## src/rtl/pipe_stall_regs.sv

```systemverilog
// Front-end pipeline storage (PC, IF/ID, ID/EX) driven by hazard-unit stall/bubble controls,
// with ID-stage branch redirect, saturating stall/bubble statistics and a sticky stuck-stall watchdog.
// Latency: every output registered, 1 cycle. No backpressure; the caller's PCWrite/IF_ID_Write hold state.
module pipe_stall_regs #(
    parameter logic [31:0] PC_RESET    = 32'h0000_0000,
    parameter int          CTRL_W      = 12,
    parameter int          CNT_W       = 16,
    parameter int          STALL_LIMIT = 4
) (
    input  logic              Clk,
    input  logic              Rst_n,
    input  logic              PCWrite,
    input  logic              IF_ID_Write,
    input  logic              ID_EX_FlushCtrl,
    input  logic              BranchTaken,
    input  logic [31:0]       BranchTarget,
    input  logic [31:0]       IF_Instruction,
    input  logic [CTRL_W-1:0] ID_Ctrl,
    input  logic [4:0]        ID_Rs,
    input  logic [4:0]        ID_Rt,
    input  logic [4:0]        ID_Rd,
    input  logic [31:0]       ID_ReadData1,
    input  logic [31:0]       ID_ReadData2,
    input  logic [31:0]       ID_Imm,
    output logic [31:0]       PC,
    output logic [31:0]       IF_ID_Instruction,
    output logic [31:0]       IF_ID_PCPlus4,
    output logic [CTRL_W-1:0] EX_Ctrl,
    output logic [4:0]        EX_Rs,
    output logic [4:0]        EX_Rt,
    output logic [4:0]        EX_Rd,
    output logic [31:0]       EX_ReadData1,
    output logic [31:0]       EX_ReadData2,
    output logic [31:0]       EX_Imm,
    output logic [31:0]       EX_PCPlus4,
    output logic [CNT_W-1:0]  StallCount,
    output logic [CNT_W-1:0]  BubbleCount,
    output logic              StallTimeout
);

    localparam int RUN_W = $clog2(STALL_LIMIT + 1);
    localparam logic [RUN_W-1:0] RUN_LIMIT = RUN_W'(STALL_LIMIT);

    logic [31:0]       pc_q, pc_d;
    logic [31:0]       ifid_instr_q, ifid_instr_d;
    logic [31:0]       ifid_pcp4_q, ifid_pcp4_d;
    logic [CTRL_W-1:0] ex_ctrl_q, ex_ctrl_d;
    logic [4:0]        ex_rs_q, ex_rs_d;
    logic [4:0]        ex_rt_q, ex_rt_d;
    logic [4:0]        ex_rd_q, ex_rd_d;
    logic [31:0]       ex_rd1_q, ex_rd1_d;
    logic [31:0]       ex_rd2_q, ex_rd2_d;
    logic [31:0]       ex_imm_q, ex_imm_d;
    logic [31:0]       ex_pcp4_q, ex_pcp4_d;
    logic [CNT_W-1:0]  stall_cnt_q, stall_cnt_d;
    logic [CNT_W-1:0]  bubble_cnt_q, bubble_cnt_d;
    logic [RUN_W-1:0]  run_q, run_d;
    logic              timeout_q, timeout_d;
    logic              redir;
    logic [31:0]       pc_plus4;

    always_comb begin
        // A branch sitting in a stalled ID stage must not redirect yet.
        redir    = BranchTaken & PCWrite;
        pc_plus4 = pc_q + 32'd4;

        pc_d = pc_q;
        if (redir) begin
            pc_d = BranchTarget;
        end else if (PCWrite) begin
            pc_d = pc_plus4;
        end

        ifid_instr_d = ifid_instr_q;
        ifid_pcp4_d  = ifid_pcp4_q;
        if (redir) begin
            ifid_instr_d = 32'd0;
            ifid_pcp4_d  = 32'd0;
        end else if (IF_ID_Write) begin
            ifid_instr_d = IF_Instruction;
            ifid_pcp4_d  = pc_plus4;
        end

        ex_ctrl_d = ID_EX_FlushCtrl ? '0 : ID_Ctrl;
        ex_rs_d   = ID_Rs;
        ex_rt_d   = ID_Rt;
        ex_rd_d   = ID_Rd;
        ex_rd1_d  = ID_ReadData1;
        ex_rd2_d  = ID_ReadData2;
        ex_imm_d  = ID_Imm;
        ex_pcp4_d = ifid_pcp4_q;

        stall_cnt_d = stall_cnt_q;
        if (!PCWrite && (stall_cnt_q != '1)) begin
            stall_cnt_d = stall_cnt_q + CNT_W'(1);
        end

        bubble_cnt_d = bubble_cnt_q;
        if (ID_EX_FlushCtrl && (bubble_cnt_q != '1)) begin
            bubble_cnt_d = bubble_cnt_q + CNT_W'(1);
        end

        run_d = run_q;
        if (PCWrite) begin
            run_d = '0;
        end else if (run_q != RUN_LIMIT) begin
            run_d = run_q + RUN_W'(1);
        end

        // Trips on the stall cycle that brings the run up to the limit.
        timeout_d = timeout_q | (!PCWrite && (run_q >= (RUN_LIMIT - RUN_W'(1))));
    end

    always_ff @(posedge Clk) begin
        if (!Rst_n) begin
            pc_q         <= PC_RESET;
            ifid_instr_q <= '0;
            ifid_pcp4_q  <= '0;
            ex_ctrl_q    <= '0;
            ex_rs_q      <= '0;
            ex_rt_q      <= '0;
            ex_rd_q      <= '0;
            ex_rd1_q     <= '0;
            ex_rd2_q     <= '0;
            ex_imm_q     <= '0;
            ex_pcp4_q    <= '0;
            stall_cnt_q  <= '0;
            bubble_cnt_q <= '0;
            run_q        <= '0;
            timeout_q    <= 1'b0;
        end else begin
            pc_q         <= pc_d;
            ifid_instr_q <= ifid_instr_d;
            ifid_pcp4_q  <= ifid_pcp4_d;
            ex_ctrl_q    <= ex_ctrl_d;
            ex_rs_q      <= ex_rs_d;
            ex_rt_q      <= ex_rt_d;
            ex_rd_q      <= ex_rd_d;
            ex_rd1_q     <= ex_rd1_d;
            ex_rd2_q     <= ex_rd2_d;
            ex_imm_q     <= ex_imm_d;
            ex_pcp4_q    <= ex_pcp4_d;
            stall_cnt_q  <= stall_cnt_d;
            bubble_cnt_q <= bubble_cnt_d;
            run_q        <= run_d;
            timeout_q    <= timeout_d;
        end
    end

    assign PC                = pc_q;
    assign IF_ID_Instruction = ifid_instr_q;
    assign IF_ID_PCPlus4     = ifid_pcp4_q;
    assign EX_Ctrl           = ex_ctrl_q;
    assign EX_Rs             = ex_rs_q;
    assign EX_Rt             = ex_rt_q;
    assign EX_Rd             = ex_rd_q;
    assign EX_ReadData1      = ex_rd1_q;
    assign EX_ReadData2      = ex_rd2_q;
    assign EX_Imm            = ex_imm_q;
    assign EX_PCPlus4        = ex_pcp4_q;
    assign StallCount        = stall_cnt_q;
    assign BubbleCount       = bubble_cnt_q;
    assign StallTimeout      = timeout_q;

endmodule
```

## config.mk

```make
export PLATFORM = sky130hd
export DESIGN_NAME = pipe_stall_regs
export DESIGN_NICKNAME = d
export VERILOG_FILES = /design/src/rtl/pipe_stall_regs.sv
export SDC_FILE = /design/constraint.sdc
export NUM_CORES = 1
export LEC_CHECK = 0
export CAP_MARGIN = 0
export CORE_AREA = 10 10 177 179
export CTS_CLUSTER_DIAMETER = 30
export CTS_CLUSTER_SIZE = 25
export DETAILED_ROUTE_END_ITERATION = 8
export DIE_AREA = 0 0 187 189
export DONT_BUFFER_PORTS = 1
export GPL_ROUTABILITY_DRIVEN = 0
export SLEW_MARGIN = 20
export SYNTH_ARGS = -nofsm -noshare
export SYNTH_HDL_FRONTEND = slang
export SYNTH_SLANG_ARGS = --single-unit
```

## constraint.sdc

```tcl
create_clock -name Clk -period 4.4 [get_ports Clk]
set_input_delay 1.32 -clock Clk [delete_from_list [all_inputs] [get_ports Clk]]
set_output_delay 1.32 -clock Clk [all_outputs]
set_load 0.01 [all_outputs]
```

# Word-level counts from Yosys, hierarchy flattened
# Index checks and enable logic that the tools add are counted.
[totals]
ff_bits = 287
inputBits = 193
out_inout_bits = 284
elab_cells = 36
[op_classes]
addsub = 4
magnitude_cmp = 1
n_eq_ne = 3
muxes = 2
n_bitwise = 3
n_reduce_logical = 8
[op_table]
columns = ["operator", "count"]
rows = [
  ["two-way mux 32 bit", 2],
  ["adder 16 x 1 -> 16 bit (second input constant)", 2],
  ["adder 32 x 3 -> 32 bit (second input constant)", 1],
  ["inequality test 16 bit (second input constant)", 2],
  ["OR reduction 2 bit", 3],
  ["adder 3 x 1 -> 3 bit (second input constant)", 1],
  [">= comparator 3 x 2 -> 1 bit (second input constant)", 1],
  ["logical AND 1 bit", 3],
  ["inequality test 3 bit (second input constant)", 1],
  ["nonzero test 2 bit", 1],
  ["bitwise AND 1 bit", 1],
  ["logical NOT 1 bit", 1],
  ["NOT 1 bit", 1],
  ["OR 1 bit", 1],
]

# Depth between registers and ports, before layout
[logic_depth]
word_depth = 3
depth_mapped = 7
mapped_depth_nobuf = 6

# Worst setup path after synthesis
# No wires, ideal clock.
[synth_path]
path_kind = "input to register"
startpoint = "input port BranchTaken"
endpoint = "register pc_q[6], in the netlist PC[6]"
setup_time_ns = 0.128
t_arrival_ns = 2.407
required_ns = 4.272
setup_slack_ns = 1.866
stages = 6
n_path_buf = 3
cell_sequence = "clkbuf_1 > clkbuf_1 > clkbuf_1 > o21ai_0 > a2bb2oi_1 > nor2_1"
[synth_between]
elab_chain_len = 2
elab_cells_between_ends = 3
cone_classes = "1 x mux; 1 x bitwise; 1 x reduce/logical"
[synth_lines]
columns = ["element", "line", "rtl"]
rows = [
  ["start: declaration", "15", "input logic BranchTaken,"],
  ["bitwise AND 1 bit (*)", "64", "redir = BranchTaken & PCWrite;"],
  ["two-way mux 32 bit / nonzero test 2 bit (equally long branches)", "n/a", ""],
  ["end signal: assignment", "132", "pc_q <= pc_d;"],
  ["end: declaration", "44", "logic [31:0] pc_q, pc_d;"],
]
# Mark *: on every way between the ends. The rest lies on a longest branch, timed or not.
# A chain may end at the register's enable or synchronous reset.

# Worst setup path after layout
[layout_path]
startpoint = "input port Rst_n"
endpoint = "register ifid_pcp4_q[19], in the netlist IF_ID_PCPlus4[19]"
[layout_between]
elab_chain_len = 2
[layout_lines]
columns = ["element", "line", "rtl"]
rows = [
  ["start: declaration", "11", "input logic Rst_n,"],
  ["NOT 1 bit (no source line)", "n/a", ""],
  ["OR reduction 2 bit (no source line)", "n/a", ""],
  ["end signal: assignment", "134", "ifid_pcp4_q <= ifid_pcp4_d;"],
  ["end: declaration", "46", "logic [31:0] ifid_pcp4_q, ifid_pcp4_d;"],
]
# Every way passes these cells.

==> flow_results.org <==
** Run status
- Run status :: completed

** Clock tree
- Number of clock sinks :: 287
- Source-to-sink clock delay at the later pin of the worst-skew pair :: 570 ps
- TritonCTS built the clock tree.
- Deepest clock path buffer count :: 3
- The tree is rooted in a sky130_fd_sc_hd__clkbuf_16.
- Gates resized, CTS repair :: 0
- Clock transition time at the flip-flop clock pins of the worst setup and hold paths :: 50 ps
- Inserted Clock Buffers :: 59
- The number of hold buffers added after CTS was 0.
- Buffers added to address setup during post-CTS repair amount to 0.
- CTS built an H-tree with a depth of 2.

** STA
- The final count of pins violating max slew was 0.
- For the finished layout, the period the worst path requires is 2660 ps.
- Setup violations remaining at the end of the flow were counted as 0.
- On the final layout, the worst clock skew is 22.1 ps.
- At the pin with the least slew margin, the transition time is 873 ps.
- Setup tns final :: 0 ps
- The worst pin sits at a relative slew slack of 41.6%.
- After layout, the worst path uses 60.4% of the clock period.
- Maximum frequency from static timing analysis :: 376 MHz
- Setup repair after global routing missed its margin :: false
- Total count of hold-check failures in the final report :: 0

** Worst setup path
- Endpoint required time on the critical path :: 4890 ps
- The number of cells on the worst reg-to-reg path is 5.
- On the worst path, the slowest cell contributes a delay of 810 ps.
- Chain of cells forming the critical path :: inv_1 -> nor2_1 -> o21ai_0 -> a21oi_1
- Flop-to-flop setup slack :: 1890 ps
- STA classifies the critical path endpoint as a flip-flop.
- Crit path launch type :: input pin
- STA puts the critical path data arrival time at 3150 ps.
- The worst register-to-register path begins at PC[12].
- Worst Setup Path Type :: input pin to flip-flop
- Of all nets on the critical path, the largest fanout is 173.
- Endpoint of the worst register-to-register path :: PC[17]
- CP max-delay cell :: sky130_fd_sc_hd__nor2_1

** Route
- Number of remaining DRC errors :: 0
- Using the TritonRoute via totals, the vias-per-cell ratio works out to 5.07.
- Routed length per placed instance :: 22.8 µm
- Vias post-DR :: 7521
- In this run, the number of DRC markers left after iteration 0 of detailed routing was 487.
- Final antenna-violating net count :: 0
- The first detailed-routing pass ran for 4 iterations.
- Routed wire length :: 33.9 mm

** Placement
- Number of port buffers :: 0
- Placed instance area :: 0.0106 mm²
- Detailed placement ended at an HPWL of 25.6 mm.

** GRT
- The initial antenna violation count is 7.
- Global routing used 18.0% of the available tracks across all layers.
- The number of global-route vias before repair came to 7340.
- The first global-routing pass estimated 49.7 mm of wire.
- Maximum number of pins on one net before global-route repair :: 174
- Total global routing overflow :: 0

** Cells and area
- Sequential cell area :: 0.00575 mm²
- Compared with the post-synthesis result, the final layout area differs by 22.0%.
- The multi-input combinational cells in the finished layout cover a total of 0.00426 mm².
- Non-Filler Cell Area, Final :: 0.0126 mm²
- Leading cell type in the layout, fill and taps excluded :: sky130_fd_sc_hd__dfxtp_1
- Total Nets Final :: 1253
- The library cells used most frequently in the layout, excluding fill and tap cells, are 287 x sky130_fd_sc_hd__dfxtp_1, 159 x sky130_fd_sc_hd__and2_1, 120 x sky130_fd_sc_hd__nor2_1.
- Fill cells in the final layout number 2648.
- Share of layout cells above drive strength 1 :: 9.81%

** Synthesis
- Number of distinct library cells after synthesis :: 55
- Dominant register cell in the synthesized netlist :: sky130_fd_sc_hd__dfxtp_1
- After synthesis the netlist holds a flip-flop and latch count of 287.
- Ys async rst share :: 0%
- A synthesized cell averages 9.79 µm².
- The mapped netlist covers 0.0103 mm².
- Counting flops with a built-in enable in the synthesized netlist gives 0.
- Synthesis handed over a netlist of 1053 instances.
- Seq/Total Area, Yosys :: 55.7%
- Mapped Nets :: 1252
- During synthesis, Yosys emitted a total of 0 warnings.

** Flow run
- Number of max-cap violations :: 0

** Die
- Initial Util :: 37.3%
- Die Width :: 187 µm
- The core region is 0.0276 mm².
- In this run the core area contains 61 standard-cell rows.
- IO Count :: 477
- Overall die area :: 0.0353 mm²
- The die is 189 µm tall.

** Min path
- WHS Endpoint :: run_q[1]
- The worst hold path was traced through 2 stages.
- Hold Path Class :: flip-flop to flip-flop
- In this run the most critical hold path is launched from run_q[1].

** Pwr
- LEAKAGE :: 4.84 nW
- For this design the ratio of total power to cell area is 594 mW/mm².
- Overall power of the completed layout :: 7.48 mW
- IR analysis of the VDD net gives a maximum drop of 0.266 mV.
-- cell families after synthesis --
family | count (synthesis) | share of synthesized area (%)
AO/OA/AOI/OAI | 164 | 10.5
XOR/XNOR | 46 | 3.91
adder cells (fa/ha/maj) | 6 | 0.728
buffers and inverters | 78 | 2.94
flip-flops | 287 | 55.7
multiplexers | 41 | 3.98
AND/OR/NAND/NOR | 431 | 22.2
-- critical path: cells and delay by family --
family	cells	cell delay, ps
AOI/OAI and AO/OA	2	400
buffers and inverters	1	440
and+or+nand+nor	1	810
-- metal layers --
layer  track usage [%]  routed length, µm
met1              19.8              13000
met4              6.17                664
met5                 0                 27
met3              7.98               3550
met2              30.2              16700
-- worst max path at each step --
stage,start,to,slack (ps),cells after the start
after CTS,PC[18],PC[18],1810,0
final,Rst_n,IF_ID_PCPlus4[19],1740,4
after detailed placement,Rst_n,IF_ID_PCPlus4[19],1380,4
after global routing,PC[12],IF_ID_PCPlus4[30],1680,5
after global placement,Rst_n,IF_ID_PCPlus4[20],1490,4
after floorplan,BranchTaken,PC[6],1870,6
-- power breakdown --
part,internal [mW],switching [mW]
sequential,2.73,0.176
combinational,0.105,0.0937
clock,2.97,1.41
total,5.80,1.68
-- sequential cells by signal, indices dropped and copies added (netlist names) --
register / flops
EX_Imm: 32
EX_ReadData2: 32
IF_ID_PCPlus4: 32
EX_Rt: 5
EX_Rs: 5
EX_ReadData1: 32
EX_Rd: 5
IF_ID_Instruction: 32
PC: 32
BubbleCount: 16
StallTimeout: 1
EX_Ctrl: 12
run_q: 3
StallCount: 16
EX_PCPlus4: 32
-- cell usage after synthesis, drive strengths merged, types with 4 or more instances --
cell,instances,area share (%)
ha,6,0.73
nand4,20,1.4
and3,12,0.74
nand3b,5,0.36
buf,9,0.42
nand2b,4,0.24
a311oi,4,0.34
a22o,12,1.0
a21oi,36,1.7
xor2,11,0.93
or3,6,0.41
a32o,8,0.78
xnor2,35,3.0
nor2,120,4.4
a211oi,14,1.0
o21ai,44,2.1
and2,159,9.6
clkbuf,54,2.0
nor4,6,0.42
and4,4,0.34
a31oi,12,0.73
mux2i,41,4.0
nand2,47,1.7
o21a,4,0.29
inv,14,0.51
a22oi,13,0.95
dfxtp,287,56
nand3,23,1.2
nor3,18,0.87
-- layout make-up --
cell class / count / area share (%)
multi-input cells: 688 / 33.9
clock inverters: 32 / 3.26
repair buffers: 3 / 0.179
flip-flops and latches: 287 / 45.7
inverters: 15 / 0.448
diodes: 5 / 0.0995
well taps: 378 / 3.76
clock buffers: 76 / 12.7
-- through the flow --
step / hold WS [ps] / cells / util, % / setup WS (ps)
finish: 503 / 1484 / 45.5 / 1740
CTS: 506 / 1479 / 45.5 / 1810
global placement: 492 / 1371 / 38.2 / 1490
floorplan: 449 / 1053 / - / 1870
detailed placement: 499 / 1371 / 38.2 / 1380
global route: 540 / 1483 / 45.5 / 1680
(Power assumes the default switching activity.)
